**config.mk**
```make
export PLATFORM = sky130hd
export DESIGN_NAME = ps2_cmd_seq
export DESIGN_NICKNAME = d
export VERILOG_FILES = /design/src/rtl/ps2_pkg.sv /design/src/rtl/ps2_timer.sv /design/src/rtl/ps2_cmd_seq.sv
export SDC_FILE = /design/constraint.sdc
export NUM_CORES = 1
export LEC_CHECK = 0
export ABC_AREA = 0
export ABC_CLOCK_PERIOD_IN_PS = 3000
export CAP_MARGIN = 20
export CELL_PAD_IN_SITES_DETAIL_PLACEMENT = 0
export CELL_PAD_IN_SITES_GLOBAL_PLACEMENT = 1
export CORE_MARGIN = 5
export CORE_UTILIZATION = 40
export CTS_BUF_LIST = sky130_fd_sc_hd__clkbuf_4 sky130_fd_sc_hd__clkbuf_8 sky130_fd_sc_hd__clkbuf_16
export DETAILED_ROUTE_END_ITERATION = 10
export HOLD_SLACK_MARGIN = 0.08
export PLACE_DENSITY_LB_ADDON = 0.1
export SYNTH_ARGS = -nofsm -noshare
export SYNTH_HDL_FRONTEND = slang
export SYNTH_HIERARCHICAL = 1
export SYNTH_SLANG_ARGS = --single-unit
```
**constraint.sdc**
```tcl
create_clock -name clk -period 3 [get_ports clk]
set_input_delay 0.6 -clock clk [delete_from_list [all_inputs] [get_ports clk]]
set_output_delay 0.6 -clock clk [all_outputs]
set_load 0.1 [all_outputs]
```
**src/rtl/ps2_pkg.sv**
```systemverilog
// Shared encodings for the PS/2 host command sequencer: FSM states,
// device response bytes and completion status codes.
package ps2_pkg;

  typedef enum logic [2:0] {
    IDLE,
    SEND,
    WAIT_TX,
    WAIT_ACK,
    DONE
  } state_t;

  typedef enum logic [1:0] {
    ST_OK      = 2'd0,
    ST_RETRY   = 2'd1,
    ST_TIMEOUT = 2'd2,
    ST_BADRESP = 2'd3
  } status_t;

  localparam logic [7:0] PS2_ACK    = 8'hFA;
  localparam logic [7:0] PS2_RESEND = 8'hFE;

endpackage

```
**src/rtl/ps2_timer.sv**
```systemverilog
// Loadable down-counter; expired is high while the count sits at zero.
module ps2_timer #(
  parameter int unsigned COUNT = 1000000
) (
  input  logic clk,
  input  logic rst,
  input  logic load,
  input  logic en,
  output logic expired
);

  localparam int unsigned W = $clog2(COUNT + 1);

  logic [W-1:0] cnt;

  always_ff @(posedge clk) begin
    if (rst) begin
      cnt <= '0;
    end else if (load) begin
      cnt <= W'(COUNT);
    end else if (en && (cnt != '0)) begin
      cnt <= cnt - W'(1);
    end
  end

  assign expired = (cnt == '0);

endmodule

```
**src/rtl/ps2_cmd_seq.sv**
```systemverilog
// PS/2 host-to-device command sequencer: sends a command byte plus optional
// argument byte, checks ACK/RESEND replies, retries, and reports one status.
module ps2_cmd_seq
  import ps2_pkg::*;
#(
  parameter int unsigned CLK        = 50,
  parameter int unsigned TIMEOUT_US = 20000,
  parameter int unsigned MAX_RETRY  = 3
) (
  input  logic       clk,
  input  logic       rst,
  input  logic       cmd_vld,
  input  logic [7:0] cmd_data,
  input  logic       cmd_arg_vld,
  input  logic [7:0] cmd_arg,
  output logic       cmd_rdy,
  output logic       done,
  output logic [1:0] done_status,
  output logic [7:0] done_resp,
  output logic       tx_send_req,
  output logic [7:0] tx_send_data,
  input  logic       tx_send_idle,
  input  logic       rx_vld,
  input  logic [7:0] rx_data
);

  localparam int unsigned RW = $clog2(MAX_RETRY + 2);
  localparam logic [RW-1:0] MAX_R = RW'(MAX_RETRY);

  state_t        state, state_n;
  logic          byte_sel, byte_sel_n;
  logic [RW-1:0] retry_cnt, retry_n;
  logic [7:0]    cmd_q, cmd_n;
  logic [7:0]    arg_q, arg_n;
  logic          arg_vld_q, arg_vld_n;
  logic          rdy_n, done_n, req_n;
  logic [1:0]    status_n;
  logic [7:0]    resp_n, data_n;
  logic          timer_load, timer_en, expired, resend;

  ps2_timer #(
    .COUNT(CLK * TIMEOUT_US)
  ) u_timer (
    .clk    (clk),
    .rst    (rst),
    .load   (timer_load),
    .en     (timer_en),
    .expired(expired)
  );

  assign timer_en = (state == SEND) || (state == WAIT_TX) || (state == WAIT_ACK);

  always_ff @(posedge clk) begin
    if (rst) begin
      state        <= IDLE;
      byte_sel     <= 1'b0;
      retry_cnt    <= '0;
      cmd_q        <= '0;
      arg_q        <= '0;
      arg_vld_q    <= 1'b0;
      cmd_rdy      <= 1'b1;
      done         <= 1'b0;
      done_status  <= ST_OK;
      done_resp    <= '0;
      tx_send_req  <= 1'b0;
      tx_send_data <= '0;
    end else begin
      state        <= state_n;
      byte_sel     <= byte_sel_n;
      retry_cnt    <= retry_n;
      cmd_q        <= cmd_n;
      arg_q        <= arg_n;
      arg_vld_q    <= arg_vld_n;
      cmd_rdy      <= rdy_n;
      done         <= done_n;
      done_status  <= status_n;
      done_resp    <= resp_n;
      tx_send_req  <= req_n;
      tx_send_data <= data_n;
    end
  end

  // Outputs are computed one cycle ahead so every port comes straight from a flop.
  always_comb begin
    state_n    = state;
    byte_sel_n = byte_sel;
    retry_n    = retry_cnt;
    cmd_n      = cmd_q;
    arg_n      = arg_q;
    arg_vld_n  = arg_vld_q;
    rdy_n      = cmd_rdy;
    done_n     = 1'b0;
    status_n   = done_status;
    resp_n     = done_resp;
    req_n      = tx_send_req;
    data_n     = tx_send_data;
    timer_load = 1'b0;
    resend     = 1'b0;

    case (state)
      IDLE: begin
        if (cmd_vld && cmd_rdy) begin
          cmd_n      = cmd_data;
          arg_n      = cmd_arg;
          arg_vld_n  = cmd_arg_vld;
          byte_sel_n = 1'b0;
          retry_n    = '0;
          resp_n     = '0;
          status_n   = ST_OK;
          rdy_n      = 1'b0;
          req_n      = 1'b1;
          data_n     = cmd_data;
          timer_load = 1'b1;
          state_n    = SEND;
        end
      end

      SEND: begin
        if (expired) begin
          req_n    = 1'b0;
          status_n = ST_TIMEOUT;
          done_n   = 1'b1;
          state_n  = DONE;
        end else if (!tx_send_idle) begin
          req_n   = 1'b0;
          state_n = WAIT_TX;
        end
      end

      WAIT_TX: begin
        if (expired) begin
          status_n = ST_TIMEOUT;
          done_n   = 1'b1;
          state_n  = DONE;
        end else if (tx_send_idle) begin
          state_n = WAIT_ACK;
        end
      end

      WAIT_ACK: begin
        if (rx_vld) begin
          resp_n = rx_data;
          if (rx_data == PS2_ACK) begin
            if (!byte_sel && arg_vld_q) begin
              byte_sel_n = 1'b1;
              retry_n    = '0;
              req_n      = 1'b1;
              data_n     = arg_q;
              timer_load = 1'b1;
              state_n    = SEND;
            end else begin
              status_n = ST_OK;
              done_n   = 1'b1;
              state_n  = DONE;
            end
          end else if (rx_data == PS2_RESEND) begin
            resend = 1'b1;
          end else begin
            status_n = ST_BADRESP;
            done_n   = 1'b1;
            state_n  = DONE;
          end
        end else if (expired) begin
          resend = 1'b1;
        end

        if (resend) begin
          if (retry_cnt < MAX_R) begin
            retry_n    = retry_cnt + RW'(1);
            req_n      = 1'b1;
            data_n     = byte_sel ? arg_q : cmd_q;
            timer_load = 1'b1;
            state_n    = SEND;
          end else begin
            status_n = ST_RETRY;
            done_n   = 1'b1;
            state_n  = DONE;
          end
        end
      end

      DONE: begin
        rdy_n   = 1'b1;
        state_n = IDLE;
      end

      default: state_n = IDLE;
    endcase
  end

endmodule

```
[After elaboration in Yosys (flattened, before gate mapping)]
Cells that the tools add are included.
Storage, ports and cells
  register bits after elaboration: 65
  input bits: 30
Cells by class
  add/sub/neg operators: 2
  $lt $le $gt $ge: 1
  equal/unequal tests: 15
  reductions and logical operators: 24
  muxes and demuxes: 75
Operators with widths (count)
  $mux W8: 9
  $mux W3: 17
  $mux W20: 2
  $pmux W8 S2: 2
  $mux W1: 29
  $logic_not A20 Y1: 1
  $reduce_bool A20 Y1: 1
  $sub A20 B1 Y20 const B: 1
  $eq A8 B8 Y1 const B: 2
  $mux W2: 8
  $pmux W3 S4: 1
  $reduce_and A5 Y1: 2
  $reduce_and A3 Y1: 3
  $pmux W1 S2: 4
  $eq A3 B2 Y1 const B: 2
  $ne A2 B1 Y1 const B: 3
  $ne A3 B3 Y1 const B: 2
  $pmux W2 S3: 1
  $pmux W3 S2: 1
  $reduce_and A2 Y1: 3
  $reduce_bool A2 Y1: 3
  $reduce_bool A3 Y1: 2
  $ne A2 B2 Y1 const B: 2
  $ne A4 B3 Y1 const B: 1
  other kinds (11): 15

[Logic depth before layout (Yosys ltp)]
  depth after elaboration: 9
  gate-level depth with buffers: 13
  mapped depth without buffers: 11

[Modules after synthesis]
The synthesis kept the hierarchy.
Modules (own cells, without submodules)
  ps2_cmd_seq: area each 2249.7 µm², cells an instance 272, instances 1, sequential area each 900.9 µm²
  ps2_timer: area each 1168.6 µm², cells an instance 136, instances 1, sequential area each 400.4 µm²

[Worst setup path before layout]
Ideal clock, no wire load.
  path type: flip-flop to flip-flop
  start point: register cmd_rdy
  end point: register u_timer.cnt[8]
  data required time: 2880 ps
  slack: 254 ps
  cell stages (with the launch flop): 10
  clock period less this slack: 2746 ps
  buffers on the path: 3
  arrival time: 2626 ps
  path through: dfxtp_1 -> nand2_1 -> or4_4 -> buf_6 -> buf_2 -> o21ai_0 -> clkbuf_1 -> inv_1 -> nand2_1 -> nor2_1
Between the ends
  cells in the longest elaborated chain, start to end: 4
Ends and longest elaborated chain
  start: declaration: RTL line ps2_cmd_seq.sv:16  | output logic cmd_rdy,
  start signal: assignment: RTL line ps2_cmd_seq.sv:74  | cmd_rdy <= rdy_n;
  $logic_and A1 B1 Y1: RTL line ps2_cmd_seq.sv:102  | if (cmd_vld && cmd_rdy) begin
  $mux W1: RTL line ps2_cmd_seq.sv:102
  $pmux W1 S2: RTL line ps2_cmd_seq.sv:100  | case (state)
  named net timer_load: RTL line ps2_cmd_seq.sv:39  | logic timer_load, timer_en, expired, resend;
  $reduce_or A2 Y1 (no source line)
  end signal: assignment: RTL line ps2_timer.sv:20  | cnt <= W'(COUNT);
  end signal: assignment: RTL line ps2_timer.sv:22  | cnt <= cnt - W'(1);
  end: declaration: RTL line ps2_timer.sv:14  | logic [W-1:0] cnt;
The timed path passes the listed nets, and every way through them passes these cells.
A chain may end at the register's enable or synchronous reset.

[Final worst setup path]
  start point: register u_timer.cnt[2]
  end point: register u_timer.cnt[11]
Between the ends
  cells in the longest elaborated chain, start to end: 7
  elaborated cells on any way between the ends: 10
Ends and longest elaborated chain
  $logic_not A20 Y1: RTL line ps2_timer.sv:26  | assign expired = (cnt == '0);
  named net expired: RTL line ps2_cmd_seq.sv:39
  $mux W1: RTL line ps2_cmd_seq.sv:163  | end else if (expired) begin
  $mux W1: RTL line ps2_cmd_seq.sv:141  | if (rx_vld) begin
  $mux W1: RTL line ps2_cmd_seq.sv:100
  $mux W1: RTL line ps2_cmd_seq.sv:167  | if (resend) begin
  $pmux W1 S2: RTL line ps2_cmd_seq.sv:100
  named net timer_load: RTL line ps2_cmd_seq.sv:39
  $reduce_or A2 Y1 (no source line)
The timed path passes the listed nets, and every way through them passes these cells. The select of a mux whose other input is x is not followed.

==> flow_metrics.py <==
metrics = {
    "floorplan": {
        "pin_count": 51,
        "die_h_um": 102,
        "start_util_pct": 41.4,
        "dieArea_um2": 10500,
        "core_um2": 8260,
        "row_count": 33,
        "die_x_um": 102,
    },
    "clocking": {
        "cts-resized-gates": 0,
        "hold_buffers": 0,
        "clock-sinks": 65,
        "htreeDepth": 3,
        "cts_tree": "yes",
        "post-cts-setup-buffers": 0,
        "clock-root-buffer": "clkbuf_8",
        "clk_path_buf_depth": 2,
        "numCtsBuffers": 9,
        "clk_pin_slew_worst_paths_ps": 80,
        "clock_latency_ps": 350,
    },
    "timing": {
        "period_share_pct": 86.9,
        "rsz0062_at_grt": "no",
        "setup_violations": 0,
        "setup_tns_ps": 0,
        "worstMarginPinSlew_ps": 582,
        "fin_crit_ps": 2610,
        "slew_headroom_pct": 61.0,
        "drv_slew": 0,
        "finClkSkew_ps": 11.2,
        "max_clock_freq_mhz": 383,
        "finalHoldViolCount": 0,
    },
    "power_and_ir_drop": {
        "switchingPower_w": 0.00214,
        "internal-power_w": 0.00271,
        "pwr-share-clk_pct": 21.3,
        "ir_worst_vdd_mv": 0.439,
        "switching_share_pct": 44.1,
        "power_density_nw_per_um2": 1130,
        "combPwrFrac_pct": 51.2,
        "power_frac_seq_pct": 27.6,
        "p_leak_nw": 1.70,
    },
    "drt": {
        "drc": 0,
        "drt-initial-drc-count": 114,
        "drt-total-wl_mm": 8.87,
        "wl_per_cell_um": 15.4,
        "dr.pass1.iters": 6,
        "vias": 3210,
        "via_per_inst": 5.58,
        "detail-route-antenna-nets": 0,
    },
    "logic_synthesis": {
        "synth_cell_types": 67,
        "synth_area_per_cell_um2": 8.38,
        "synth-seq-area-share_pct": 38.1,
        "synth_edf_count": 0,
        "synthesis.nets": 440,
        "synth_warnings": 6,
        "synthFlopType": "dfxtp_1",
        "synth_top_area_share_pct": 38.1,
        "synthArstFlopShare_pct": 0,
        "synth_cells": 408,
        "synth_area_um2": 3420,
        "synth.area.top_cells": "dfxtp_1 38%, nand2_1 8.0%, a21oi_1 7.0%",
        "ys_ff_latch": 65,
        "yosysTopAreaCell": "dfxtp_1",
    },
    "run_status": {
        "outcome": "finished clean",
    },
    "placed_design": {
        "dp_hpwl_mm": 6.31,
        "numPortBuffers": 50,
        "post_dp_cell_area_um2": 4010,
        "place_congestion": 0.852,
    },
    "global_route": {
        "grt_max_degree": 41,
        "grt_first_pass_wirelength_mm": 14.6,
        "grt_pass1_vias": 3022,
        "globalRouteOverflowTotal": 0,
        "antenna_found_initial": 0,
        "grt_use_total_pct": 17.6,
    },
    "setup_path": {
        "path_cells": "nor4_4 -> nand2_1 -> nor2_1 -> and2b_2 -> nand2_1 -> o21a_1 -> o21ai_0 -> buf_4 -> inv_1 -> nand2_1 -> a21oi_1",
        "ff2ff_path_depth": 11,
        "crit_top_cell": "nand2_1",
        "startpoint_type": "register",
        "slowest_delay_ps": 410,
        "critPathKind": "register to register",
        "timing.rr.end": "u_timer/cnt[11]$_SDFFE_PP0P_",
        "r2r-start": "u_timer/cnt[2]$_SDFFE_PP0P_",
        "crit_slowest_cell": "nor4_4",
        "critPathCaptureType": "register",
        "cp.required_ps": 3220,
        "critPathMaxFanout": 9,
        "worstPathArrival_ps": 2830,
        "reg2reg_slack_ps": 390,
    },
    "job": {
        "drv_cap": 0,
    },
    "cells_and_area": {
        "finalInstanceArea_um2": 4280,
        "nets": 497,
        "antenna_cells": 0,
        "area_delta_synth_final_pct": 25.3,
        "drive_gt1_share_pct": 18.3,
    },
    "min_path": {
        "hold_path_end": "done_resp[6]$_SDFFE_PP0P_",
        "min_from": "done_resp[6]$_SDFFE_PP0P_",
        "whs_path_depth": 2,
        "hold_path.class": "register to register",
    },
}
==> Yosys cell counts, drive strengths merged, types with 10 or more instances <==
cell     n
buf     16
nand3   10
nand2b  12
dfxtp   65
a211oi  10
o21ai   14
a21oi   49
nor2    28
mux2i   13
inv     12
nand2   74
==> power by group through the flow <==
stage	Combinational (W)	Sequential (W)	Clock (W)
after floorplan	0.00151	0.00165	0
after CTS	0.00248	0.00133	0.00105
final	0.00248	0.00134	0.00103
after global placement	0.00246	0.00135	0
after detailed placement	0.00247	0.00135	0
after global routing	0.00270	0.00137	0.00109
==> cells in the final DEF, fill, tap and decap left out, types with 3 or more instances in the layout <==
cell	instances
o211ai_1	3
nor4_1	4
inv_1	12
or4_1	4
clkdlybuf4s50_1	28
nor2_1	27
nand2b_1	12
and2_1	3
o31ai_1	3
bufinv_16	4
o21a_1	3
a21oi_1	48
nor4_4	3
nor3_1	3
nand2_1	73
o221a_2	7
buf_4	39
or3_1	4
nand3_1	10
o21ai_0	14
a211oi_1	10
a311oi_1	3
mux2i_1	13
clkbuf_8	10
dfxtp_1	65
a31oi_1	9
==> logic make-up after synthesis <==
group,Yosys count,synth area share [%]
and+or+nand+nor,172,28.3
AOI/OAI and AO/OA,121,23.9
DFF,65,38.1
buffers and inverters,34,5.01
muxes,13,3.81
adders and majority gates,2,0.732
xor gates and xnor gates,1,0.256
==> flip-flops by register name, summed over array words and instances, names as in the netlist <==
register	cells
arg_q	8
byte_sel	1
retry_cnt	3
state	3
done	1
tx_send_data	8
done_resp	8
tx_send_req	1
cmd_q	8
done_status	2
cmd_rdy	1
arg_vld_q	1
u_timer/cnt	20
==> cell type report <==
cell class | instances | area, µm²
Fill cell | 800 | 3980
Tap cell | 105 | 131
Sequential cell | 65 | 1300
Clock buffer | 10 | 138
Multi-Input combinational cell | 309 | 1950
Clock inverter | 6 | 138
Timing Repair Buffer | 68 | 578
Inverter | 12 | 45.0
==> how the worst max path moves through the flow <==
stage          cells after the start                   startpoint                            to  slack (ps)
2_1_floorplan                      9         cmd_rdy$_SDFFE_PP1P_   u_timer/cnt[8]$_SDFFE_PP0P_         250
3_3_place_gp                       7                      cmd_vld  tx_send_data[7]$_SDFFE_PP0P_         380
3_5_place_dp                       9                   rx_data[2]   u_timer/cnt[0]$_SDFFE_PP0P_         320
4_1_cts                           11  u_timer/cnt[2]$_SDFFE_PP0P_  u_timer/cnt[11]$_SDFFE_PP0P_         440
5_1_grt                           11  u_timer/cnt[2]$_SDFFE_PP0P_  u_timer/cnt[13]$_SDFFE_PP0P_         210
6_report                          11  u_timer/cnt[2]$_SDFFE_PP0P_  u_timer/cnt[11]$_SDFFE_PP0P_         390
==> through the flow <==
stage / power, W / util (%) / cells / hold WS [ps] / setup WS (ps)
global placement: 0.00381 / 48.5 / 559 / 442 / 375
CTS: 0.00486 / 51.9 / 575 / 460 / 438
global route: 0.00516 / 51.9 / 575 / 479 / 212
detailed placement: 0.00382 / 48.5 / 559 / 448 / 321
finish: 0.00484 / 51.9 / 575 / 457 / 392
floorplan: 0.00316 / - / 408 / 436 / 254
==> layer usage <==
metal	up-vias	global-route usage, %	part of all wire, %
li1	1612	-	-
met1	1508	22.6	45
met2	76	28.9	49
met3	14	4.85	4.1
met4	0	4.64	1.2
met5	-	0	0
==> critical path: cells and delay by family, from the launching register on <==
kind | cells | cell delay [ps]
simple gates | 6 | 1460
flops | 1 | 390
compound gates | 3 | 350
buf+inv | 2 | 280
Note: power is estimated with default switching activity, not from simulation.
